## src/rtl/pwm_multi.sv

```systemverilog
// Multi-channel PWM generator: shared prescaled time base, edge or center
// aligned counting, double-buffered duty registers and per-channel polarity.
module pwm_multi #(
    parameter int N          = 8,
    parameter int CHANNELS   = 4,
    parameter int PRESCALE_W = 16,
    parameter int CH_W       = (CHANNELS > 1) ? $clog2(CHANNELS) : 1
) (
    input  logic                  clk,
    input  logic                  rst,
    input  logic                  ena,
    input  logic [PRESCALE_W-1:0] prescale,
    input  logic                  center,
    input  logic [CHANNELS-1:0]   polarity,
    input  logic                  wr_en,
    input  logic [CH_W-1:0]       wr_ch,
    input  logic [N-1:0]          wr_duty,
    output logic [CHANNELS-1:0]   out,
    output logic                  period_start
);

    typedef enum logic {UP, DOWN} dir_t;

    localparam logic [N-1:0]    TOP     = {{(N-1){1'b1}}, 1'b0};
    localparam logic [N-1:0]    ONE     = {{(N-1){1'b0}}, 1'b1};
    localparam logic [CH_W:0]   NUM_CH  = (CH_W+1)'(CHANNELS);

    logic [PRESCALE_W-1:0] pre;
    logic [N-1:0]          cnt;
    dir_t                  dir;
    logic                  mode_q;
    logic                  bnd_q;
    logic [N-1:0]          shadow [CHANNELS];
    logic [N-1:0]          active [CHANNELS];

    logic                  tick;
    logic                  wrap;
    logic                  boundary;
    logic [N-1:0]          cnt_nxt;
    dir_t                  dir_nxt;
    logic [CHANNELS-1:0]   raw;

    assign tick     = ena && (pre >= prescale);
    assign boundary = tick && wrap;

    always_comb begin
        cnt_nxt = cnt + ONE;
        dir_nxt = dir;
        wrap    = 1'b0;
        if (!mode_q) begin
            dir_nxt = UP;
            if (cnt == TOP) begin
                cnt_nxt = '0;
                wrap    = 1'b1;
            end
        end else if (dir == UP) begin
            if (cnt == TOP) begin
                cnt_nxt = TOP - ONE;
                dir_nxt = DOWN;
            end
        end else begin
            cnt_nxt = cnt - ONE;
            if (cnt == ONE) begin
                dir_nxt = UP;
                wrap    = 1'b1;
            end
        end
    end

    always_comb begin
        raw = '0;
        for (int unsigned i = 0; i < CHANNELS; i++) begin
            raw[i] = (cnt < active[i]);
        end
    end

    // The boundary is registered once more so period_start lines up with the
    // first out value of the new period (out itself lags cnt by one clk).
    always_ff @(posedge clk) begin
        if (rst) begin
            pre          <= '0;
            cnt          <= '0;
            dir          <= UP;
            mode_q       <= 1'b0;
            bnd_q        <= 1'b0;
            period_start <= 1'b0;
            out          <= '0;
            shadow       <= '{default: '0};
            active       <= '{default: '0};
        end else begin
            out          <= ena ? (raw ^ polarity) : polarity;
            period_start <= ena && bnd_q;
            if (wr_en && ({1'b0, wr_ch} < NUM_CH)) begin
                shadow[wr_ch] <= wr_duty;
            end
            if (!ena) begin
                pre    <= '0;
                cnt    <= '0;
                dir    <= UP;
                bnd_q  <= 1'b0;
                mode_q <= center;
                active <= shadow;
            end else begin
                if (tick) begin
                    pre <= '0;
                    cnt <= cnt_nxt;
                    dir <= dir_nxt;
                end else begin
                    pre <= pre + 1'b1;
                end
                bnd_q <= boundary;
                if (boundary) begin
                    mode_q <= center;
                    active <= shadow;
                end
            end
        end
    end

endmodule
```

## config.mk

```make
export PLATFORM = sky130hd
export DESIGN_NAME = pwm_multi
export DESIGN_NICKNAME = d
export VERILOG_FILES = /design/src/rtl/pwm_multi.sv
export SDC_FILE = /design/constraint.sdc
export NUM_CORES = 1
export LEC_CHECK = 0
export ABC_AREA = 1
export BUFFER_PORTS_ARGS = -buffer_cell sky130_fd_sc_hd__clkbuf_2
export CAP_MARGIN = 20
export CORE_AREA = 2 2 106 118
export DETAILED_ROUTE_END_ITERATION = 7
export DIE_AREA = 0 0 108 120
export PLACE_DENSITY = 0.75
export SETUP_SLACK_MARGIN = 0.02
export SLEW_MARGIN = 20
export SYNTH_ARGS = -nofsm -noshare
export SYNTH_HDL_FRONTEND = slang
export SYNTH_SLANG_ARGS = --single-unit
```

## constraint.sdc

```tcl
create_clock -name clk -period 2.7 [get_ports clk]
set_input_delay 0.27 -clock clk [delete_from_list [all_inputs] [get_ports clk]]
set_output_delay 0.27 -clock clk [all_outputs]
set_load 0.02 [all_outputs]
```

==> results by group, run 1 <==
Die
  • Core box area: 0.01182 mm²
  • Die Wd: 108 µm
  • I/O pins: 40
  • DIE HEIGHT: 120 µm
  • Die ar.: 0.01296 mm²
  • Row cnt: 42
  • Initial Util: 46.02%

Logic synthesis
  • Synth Area in Simple Gates: 30.65%
  • Mapped Nets: 851
  • Xor/xnor share of the synthesized area: 1.449%
  • Yosys top cell area share: 35.32%
  • Ys async rst share: 0%
  • Post-Synth Adder-Cell Area: 11.27%
  • Mapped Area: 0.005441 mm²
  • Netlist cell types: 33
  • Main area contributors after synthesis: dfxtp_1 35%, ha_1 11%, nor2_1 9.4%
  • #FFs+latches synth: 96
  • Multiplexer area fraction after synthesis: 0%
  • Yosys Warn Count: 0
  • Synth area leader: dfxtp_1
  • Register area share after synthesis: 35.32%
  • Post-Syn Area per Cell: 7.094 µm²
  • Main combinational cell family by area after synthesis: simple AND/OR/NAND/NOR gates
  • EDFF count, synth: 0
  • Post-synthesis compound-gate area fraction: 10.78%
  • Synth Instances: 767
  • Ys flop type: dfxtp_1

STA
  • Setup TNS Final: 0 ns
  • Endpoints failing setup: 0
  • Final Hold Fails: 0
  • FMAX: 430.0 MHz
  • Slew headroom: 57.59%
  • Fin crit share: 86.14%
  • Pins over their slew limit: 0
  • RSZ-0062 raised after global routing: false
  • Setup ws final: 0.3743 ns
  • Fin Clk Skew: 0.008591 ns
  • Worst Max-Slew Pin Slew: 0.6362 ns
  • Minimum clock period: 2.326 ns

CTS
  • Clock sink count: 96
  • Clk root buf: clkbuf_16
  • Setup bufs post-CTS: 0
  • Cts hold-fix bufs: 0
  • Post-CTS sizing: 0
  • Clock tree from TritonCTS: done
  • Worst-path clk slew: 0.07 ns
  • H-tree depth: 3
  • Num CTS Buffers: 9
  • Worst-Skew Late Latency: 0.35 ns
  • Maximum buffer depth of the clock tree: 2

Worst hold path
  • Min-Delay Path Class: primary input to flop

Pwr
  • Clock share of power: 40.9%
  • Sw Share: 27.39%
  • Design Power: 3.114 mW
  • Switch Pwr: 852.8 µW
  • LEAKAGE: 2.977 nW
  • Power Density: 510.4 mW/mm²
  • P_int: 2.261 mW
  • VDD IR max: 0.0003230 V
  • Sequential cell fraction of total power: 48.2%
  • Comb pwr share: 10.9%

Route
  • Detailed Route WL: 11710 µm
  • Vias: 4724
  • Number of DRC markers in iteration 0: 235
  • # DRC: 0
  • Via-to-Cell Ratio: 4.900
  • Post-DRT Antenna Nets: 0
  • TritonRoute pass-1 iters: 5
  • WL/cell: 12.15 µm

Worst setup path
  • Critical path arrival: 2.60 ns
  • R2R depth: 11
  • FF-to-FF setup slack: 0.37 ns
  • FF-to-FF End: active[15]
  • Type of origin of the critical path: flop
  • Setup crit end kind: flop
  • WP data required: 2.98 ns
  • CP Capture Point: active[15]
  • Worst-path maximum fanout: 34
  • Critical R2R Launch: cnt[1]
  • CP Class: flop to flop
  • CP startpoint: cnt[1]

Finish
  • Area growth syn-to-layout: 12.12%
  • Design area: 0.006101 mm²
  • Share of cells above drive strength 1: 12.96%
  • Post-Route Utilization: 51.60%
  • Nets@finish: 889
  • Diode count: 0

Global routing
  • Total Routing Usage GR: 18.92%
  • Vias in the first global route: 4169
  • GRT overflow: 0
  • First-pass GRT wire length: 19540 µm
  • Initial antenna violation count: 0
  • Largest net degree at the start of global routing: 70

Place
  • Placement Setup Slack: 0.4337 ns
  • # port buffers: 39
  • GPL Wtd Cong: 0.9102
  • Placed Area: 0.005802 mm²
  • Hpwl dp: 8309 µm

Run status
  • Status: complete, no violations

Flow run
  • Max_cap viols: 0
routing by layer:
metal  up-vias  GRT usage (%)  share of wire (%)
met2       104          31.37                 47
li1       2527              -                  -
met5         -              0                  0
met1      2075          24.48                 47
met4         0          6.170                1.7
met3        18          3.911                4.4
layout by cell type, fill, tap and decap left out:
cell	instances
a21oi_1	47
nand3_2	29
a211oi_1	4
clkbuf_16	9
xor2_1	8
xnor2_1	1
buf_4	13
inv_2	1
or2_1	1
dfxtp_1	96
nand2_2	1
buf_12	1
a21oi_2	1
o21ai_1	1
o21ai_0	57
nor2_1	136
nand3_1	37
inv_6	2
nand4_1	4
clkbuf_2	39
o211ai_1	2
ha_1	49
nor3_1	10
clkinv_8	1
nor2_4	1
and2_1	1
or2_2	1
clkinv_4	2
inv_8	2
nand3_4	1
nand2_1	129
nor4_1	3
nor3b_1	5
o21a_1	1
nand4_2	1
inv_1	113
synth_stat cells, drive strengths merged, types with 4 or more instances:
master  instances
nor2          137
nand2         130
inv           114
dfxtp          96
nand3          67
o21ai          58
ha             49
a21oi          48
buf            18
nor3           10
clkbuf          8
xor2            8
nand4           5
nor3b           5
a211oi          4
registers in the layout (all words and copies together) (netlist names):
register      flops
active           32
shadow           32
pre              16
cnt               8
out               4
bnd_q             1
dir               1
mode_q            1
period_start      1
power by group through the flow:
stage                     Combinational (mW)  Sequential, mW  Clock (mW)
after floorplan                        0.244            1.53           0
after global placement                 0.336            1.53           0
after global routing                   0.396            1.51        1.35
after CTS                              0.343            1.50        1.29
after detailed placement               0.340            1.53           0
final                                  0.340            1.50        1.27
kinds of logic (layout without fill, tap and decap cells):
group / count (synthesis) / after routing
compound gates: 113 / 113
flops: 96 / 96
simple gates: 360 / 360
fa+ha+maj: 49 / 49
buf+inv: 140 / 183
xor+xnor: 9 / 9
how the worst min path moves through the flow:
stage / from / end / slack, ns / cells after the start
2_1_floorplan: rst / period_start / 0.34 / 1
3_3_place_gp: bnd_q / period_start / 0.41 / 2
3_5_place_dp: bnd_q / period_start / 0.43 / 2
4_1_cts: polarity[3] / out[3] / 0.16 / 3
5_1_grt: rst / period_start / 0.17 / 2
6_report: center / mode_q / 0.16 / 3
worst max-delay path, cell delays in order, from the launching register on:
cell and delay, ns:
dfxtp_1 0.55, ha_1 0.22, nand2_1 0.06, nor2_1 0.12, nand4_2 0.14, and2_1 0.28, nor2_4 0.20, nand3_4 0.08
buf_4 0.29, nand3_1 0.13, nand2_1 0.05, nor2_1 0.13
layout make-up:
class	instances	area, µm²
timing repair buffer	53	312.8
fill	1143	5723
multi-input combinational	531	2947
tap	154	192.7
sequential	96	1922
clock buffer	9	225.2
clock inverter	7	73.82
inverter	114	427.9
per-stage QoR:
stage / std cells / hold slack, ns
final: 964 / 0.1595
after global routing: 964 / 0.1737
after CTS: 964 / 0.1588
after floorplan: 767 / 0.3420
after global placement: 948 / 0.4148
after detailed placement: 948 / 0.4316
Note: power is estimated with default switching activity, not from simulation.
==> run 2, diff against run 1 <==
--- a/config.mk
+++ b/config.mk
@@ -8,10 +8,11 @@
 export ABC_AREA = 1
 export BUFFER_PORTS_ARGS = -buffer_cell sky130_fd_sc_hd__clkbuf_2
 export CAP_MARGIN = 20
-export CORE_AREA = 2 2 106 118
+export CORE_AREA = 2 2 94 105
 export DETAILED_ROUTE_END_ITERATION = 7
-export DIE_AREA = 0 0 108 120
-export PLACE_DENSITY = 0.75
+export DIE_AREA = 0 0 96 107
+export HOLD_SLACK_MARGIN = 0.06
+export PLACE_DENSITY = 0.9
 export SETUP_SLACK_MARGIN = 0.02
 export SLEW_MARGIN = 20
 export SYNTH_ARGS = -nofsm -noshare
==> run 2 against run 1 <==
  * Clock power fell by 13%
  * Non-clock buffer count rose by 1
  * Combinational power rose by 3%
  * First-iteration DRC count rose by 37%
  * Clock skew rose by 0.0044 ns
  * Critical path depth did not move
  * Setup slack got worse by 0.034 ns
  * Routed wire length rose by 4.3%
  * Clock-buffer cell count did not move
  * Critical path type unchanged
  * Critical endpoint is now active[0]
  * Highest routed layer unchanged
==> results by group, run 2 (same netlist as run 1, synthesis figures left out) <==
Flow run
  • Max_cap viols: 0

CTS
  • Num CTS Buffers: 9
  • Clock sink count: 96
  • Setup bufs post-CTS: 0
  • Clock tree from TritonCTS: done
  • Worst-path clk slew: 0.11 ns
  • Clk root buf: clkbuf_8
  • Worst-Skew Late Latency: 0.37 ns
  • Cts hold-fix bufs: 0
  • Maximum buffer depth of the clock tree: 2
  • Post-CTS sizing: 0
  • H-tree depth: 3

Pwr
  • VDD IR max: 0.0003691 V
  • Design Power: 2.961 mW
  • LEAKAGE: 2.955 nW
  • Power Density: 492.6 mW/mm²

Global routing
  • GRT overflow: 0
  • Initial antenna violation count: 0
  • Total Routing Usage GR: 25.34%
  • First-pass GRT wire length: 20480 µm
  • Largest net degree at the start of global routing: 69
  • Vias in the first global route: 4573

Die
  • Initial Util: 59.07%
  • Die ar.: 0.01027 mm²
  • Row cnt: 37
  • DIE HEIGHT: 107 µm
  • Die Wd: 96 µm
  • I/O pins: 40
  • Core box area: 0.009213 mm²

Worst hold path
  • Min-Delay Path Class: primary input to flop
  • HP Start: center
  • WHS Endpoint: mode_q
  • WHS Path Cells: 3

Place
  • GPL Wtd Cong: 0.9940
  • Placement Setup Slack: 0.4310 ns
  • Hpwl dp: 8787 µm
  • Placed Instances: 912
  • # port buffers: 39
  • Placed Area: 0.005776 mm²

Finish
  • Diode count: 0
  • Post-route insts no fill: 928
  • Post-Route Utilization: 65.26%
  • Commonest cells after routing, fill and taps aside: 136 x nor2_1, 129 x nand2_1, 113 x inv_1
  • Design area: 0.006012 mm²
  • Biggest regs: active (32), shadow (32), pre (16)
  • Share of cells above drive strength 1: 13.07%
  • Area growth syn-to-layout: 10.49%
  • Most common cell after layout, fill and taps aside: nor2_1
  • Fillers: 796
  • Nets@finish: 890

Route
  • Via-to-Cell Ratio: 5.234
  • Detailed Route WL: 12220 µm
  • TritonRoute pass-1 iters: 5
  • Number of DRC markers in iteration 0: 322
  • # DRC: 0
  • Post-DRT Antenna Nets: 0
  • WL/cell: 13.17 µm
  • Vias: 4857

Worst setup path
  • Worst-path maximum fanout: 18
  • Critical path arrival: 2.67 ns
  • R2R depth: 11
  • Type of origin of the critical path: flop
  • CP Class: flop to flop
  • Setup crit end kind: flop
  • FF-to-FF End: active[0]
  • FF-to-FF setup slack: 0.34 ns
  • WP data required: 3.01 ns
  • Critical R2R Launch: cnt[1]

STA
  • Minimum clock period: 2.360 ns
  • Setup ws final: 0.3404 ns
  • Endpoints failing setup: 0
  • Worst Max-Slew Pin Slew: 0.6207 ns
  • RSZ-0062 raised after global routing: false
  • Fin crit share: 87.39%
  • FMAX: 423.8 MHz
  • Pins over their slew limit: 0
  • Fin Clk Skew: 0.01298 ns
  • Final Hold Fails: 0
  • Setup TNS Final: 0 ns
  • Hold slack: 0.1187 ns
  • Slew headroom: 58.62%

Run status
  • Status: complete, no violations
-- run 2: how the worst max path moves through the flow --
stage                     startpoint          to  slack (ns)  depth (start not counted)
after floorplan               cnt[0]  active[31]        0.78                         13
after global placement        cnt[1]  active[11]        0.46                         11
after detailed placement      cnt[1]   active[6]        0.43                         11
after CTS                     cnt[1]   active[0]        0.35                         11
after global routing          cnt[1]  active[19]        0.19                         11
final                         cnt[1]   active[0]        0.34                         11
-- run 2: final cells by class --
| type | instances | area [µm²] | share of cell area [%] |
|---|---|---|---|
| clock buffer | 9 | 123.9 | 2.060 |
| tap | 117 | 146.4 | 2.435 |
| sequential | 96 | 1922 | 31.97 |
| multi-input combinational | 531 | 2947 | 49.01 |
| timing repair buffer | 54 | 332.8 | 5.536 |
| clock inverter | 7 | 112.6 | 1.873 |
| inverter | 114 | 427.9 | 7.118 |
-- run 2: metal layers --
layer  vias up  wire length [µm]  GRT usage [%]
met1      2153              5206          30.51
met3        42               475          3.443
met5         -                 0              0
met4         0               548          13.78
met2       134              5987          42.91
li1       2528                 -              -
-- run 2: critical path: stages (launching register included) --
cell and delay [ns]:
dfxtp_1 0.56, ha_1 0.22, nand2_1 0.05, nor2_1 0.14, nand4_2 0.14, and2_1 0.28, nor2_4 0.18, nand3_4 0.23
buf_12 0.25, nand3_2 0.06, nand2_1 0.05, nor2_1 0.12
-- run 2: power by group --
part / switching [mW] / internal (mW) / total [mW]
logic: 0.220 / 0.131 / 0.351
clock network: 0.566 / 0.543 / 1.11
registers: 0.0257 / 1.48 / 1.50
total: 0.812 / 2.15 / 2.96
==> run 3, diff against run 2 <==
--- a/config.mk
+++ b/config.mk
@@ -13,6 +13,7 @@
 export DIE_AREA = 0 0 96 107
 export HOLD_SLACK_MARGIN = 0.06
 export PLACE_DENSITY = 0.9
+export RECOVER_POWER = 25
 export SETUP_SLACK_MARGIN = 0.02
 export SLEW_MARGIN = 20
 export SYNTH_ARGS = -nofsm -noshare
==> run 3 against run 2 <==
  * Final cell count is the same
  * Routed wire length shrank 0.12%
  * Via count is 0.10% lower
  * Die area stayed put
  * Combinational power hardly changed
==> results by group, run 3 (same netlist as run 1, synthesis figures left out) <==
CTS
  • Post-CTS sizing: 0
  • H-tree depth: 3
  • Clock sink count: 96
  • Clk root buf: clkbuf_8
  • Num CTS Buffers: 9
  • Worst-Skew Late Latency: 0.37 ns
  • Cts hold-fix bufs: 0
  • Worst-path clk slew: 0.10 ns
  • Setup bufs post-CTS: 0
  • Clock tree from TritonCTS: done
  • Maximum buffer depth of the clock tree: 2

Die
  • Row cnt: 37
  • Die Wd: 96 µm
  • I/O pins: 40
  • DIE HEIGHT: 107 µm
  • Die ar.: 0.01027 mm²
  • Initial Util: 59.07%
  • Core box area: 0.009213 mm²

Route
  • Post-DRT Antenna Nets: 0
  • Number of DRC markers in iteration 0: 300
  • Vias: 4852
  • TritonRoute pass-1 iters: 6
  • Detailed Route WL: 12200 µm
  • WL/cell: 13.15 µm
  • Via-to-Cell Ratio: 5.228
  • # DRC: 0

Worst setup path
  • Worst-path maximum fanout: 18
  • CP Class: flop to flop
  • Type of origin of the critical path: flop
  • WP data required: 3.01 ns
  • Setup crit end kind: flop
  • Critical path arrival: 2.68 ns

Global routing
  • First-pass GRT wire length: 20480 µm
  • Total Routing Usage GR: 25.34%
  • GRT overflow: 0
  • Initial antenna violation count: 0
  • Largest net degree at the start of global routing: 69
  • Vias in the first global route: 4573

Pwr
  • VDD IR max: 0.0003693 V
  • Power Density: 492.5 mW/mm²
  • LEAKAGE: 2.945 nW
  • Design Power: 2.958 mW

STA
  • Slew headroom: 19.59%
  • Endpoints failing setup: 0
  • Setup TNS Final: 0 ns
  • Final Hold Fails: 0
  • Pins over their slew limit: 0
  • Setup ws final: 0.3208 ns
  • Fin crit share: 88.12%
  • Worst Max-Slew Pin Slew: 1.206 ns
  • Minimum clock period: 2.379 ns
  • FMAX: 420.3 MHz
  • Hold slack: 0.1203 ns
  • Fin Clk Skew: 0.01160 ns
  • RSZ-0062 raised after global routing: false

Finish
  • Nets@finish: 890
  • Post-Route Utilization: 65.19%
  • Most common cell after layout, fill and taps aside: nor2_1
  • Biggest regs: active (32), shadow (32), pre (16)
  • Share of cells above drive strength 1: 12.70%
  • Diode count: 0
  • Commonest cells after routing, fill and taps aside: 136 x nor2_1, 129 x nand2_1, 113 x inv_1
  • Area growth syn-to-layout: 10.37%

Place
  • Placement Setup Slack: 0.4310 ns
  • GPL Wtd Cong: 0.9940
  • # port buffers: 39
  • Hpwl dp: 8787 µm

Flow run
  • Max_cap viols: 0

Worst hold path
  • Min-Delay Path Class: primary input to flop

Run status
  • Status: complete, no violations
## run 3: cell count changes in the layout (fill, tap and decap cells not counted)
cell / before / now
buf_4: 13 / 12
clkbuf_1: 0 / 3
clkbuf_2: 39 / 37
## run 3: power by group
group          switching [mW]  internal (mW)  total, mW
combinational           0.220          0.130      0.350
sequential             0.0257           1.48       1.50
clock                   0.563          0.543       1.11
## run 3: layer usage
layer | global-route usage, % | vias to the layer above | share of wire, %
met4 | 13.78 | 0 | 4.6
met2 | 42.91 | 131 | 49
li1 | - | 2530 | -
met5 | 0 | - | 0
met1 | 30.51 | 2148 | 43
met3 | 3.443 | 43 | 3.9
## run 3: critical path, cell delays in order, from the launching register on
cell and delay (ns):
dfxtp_1 0.56, ha_1 0.22, nand2_1 0.05, nor2_1 0.14, nand4_2 0.14, and2_1 0.28, nor2_4 0.18, nand3_4 0.23
buf_12 0.25, nand3_2 0.06, nand2_1 0.05, nor2_1 0.15
## run 3: layout make-up
type                    instances  area (µm²)
repair buffers                 54       326.6
multi-input cells             531        2947
flip-flops and latches         96        1922
fillers                       796        3207
well taps                     117       146.4
clock inverters                 7       112.6
clock buffers                   9       123.9
inverters                     114       427.9
## run 3: path summary, 6_finish.rpt
path	slack, ns	endpoint	from	cells after the start
worst max-delay path	0.32	active[0]	cnt[1]	11
worst min-delay path	0.12	mode_q	center	3
worst max register to register	0.32	active[0]	cnt[1]	11
worst min register to register	0.43	period_start	bnd_q	2
## run 3: through the flow
| stage | instances | cell area [µm²] |
|---|---|---|
| 2_1_floorplan | 767 | 5441 |
| 3_3_place_gp | 912 | 5776 |
| 3_5_place_dp | 912 | 5776 |
| 4_1_cts | 928 | 6012 |
| 5_1_grt | 928 | 6006 |
| 6_report | 928 | 6006 |
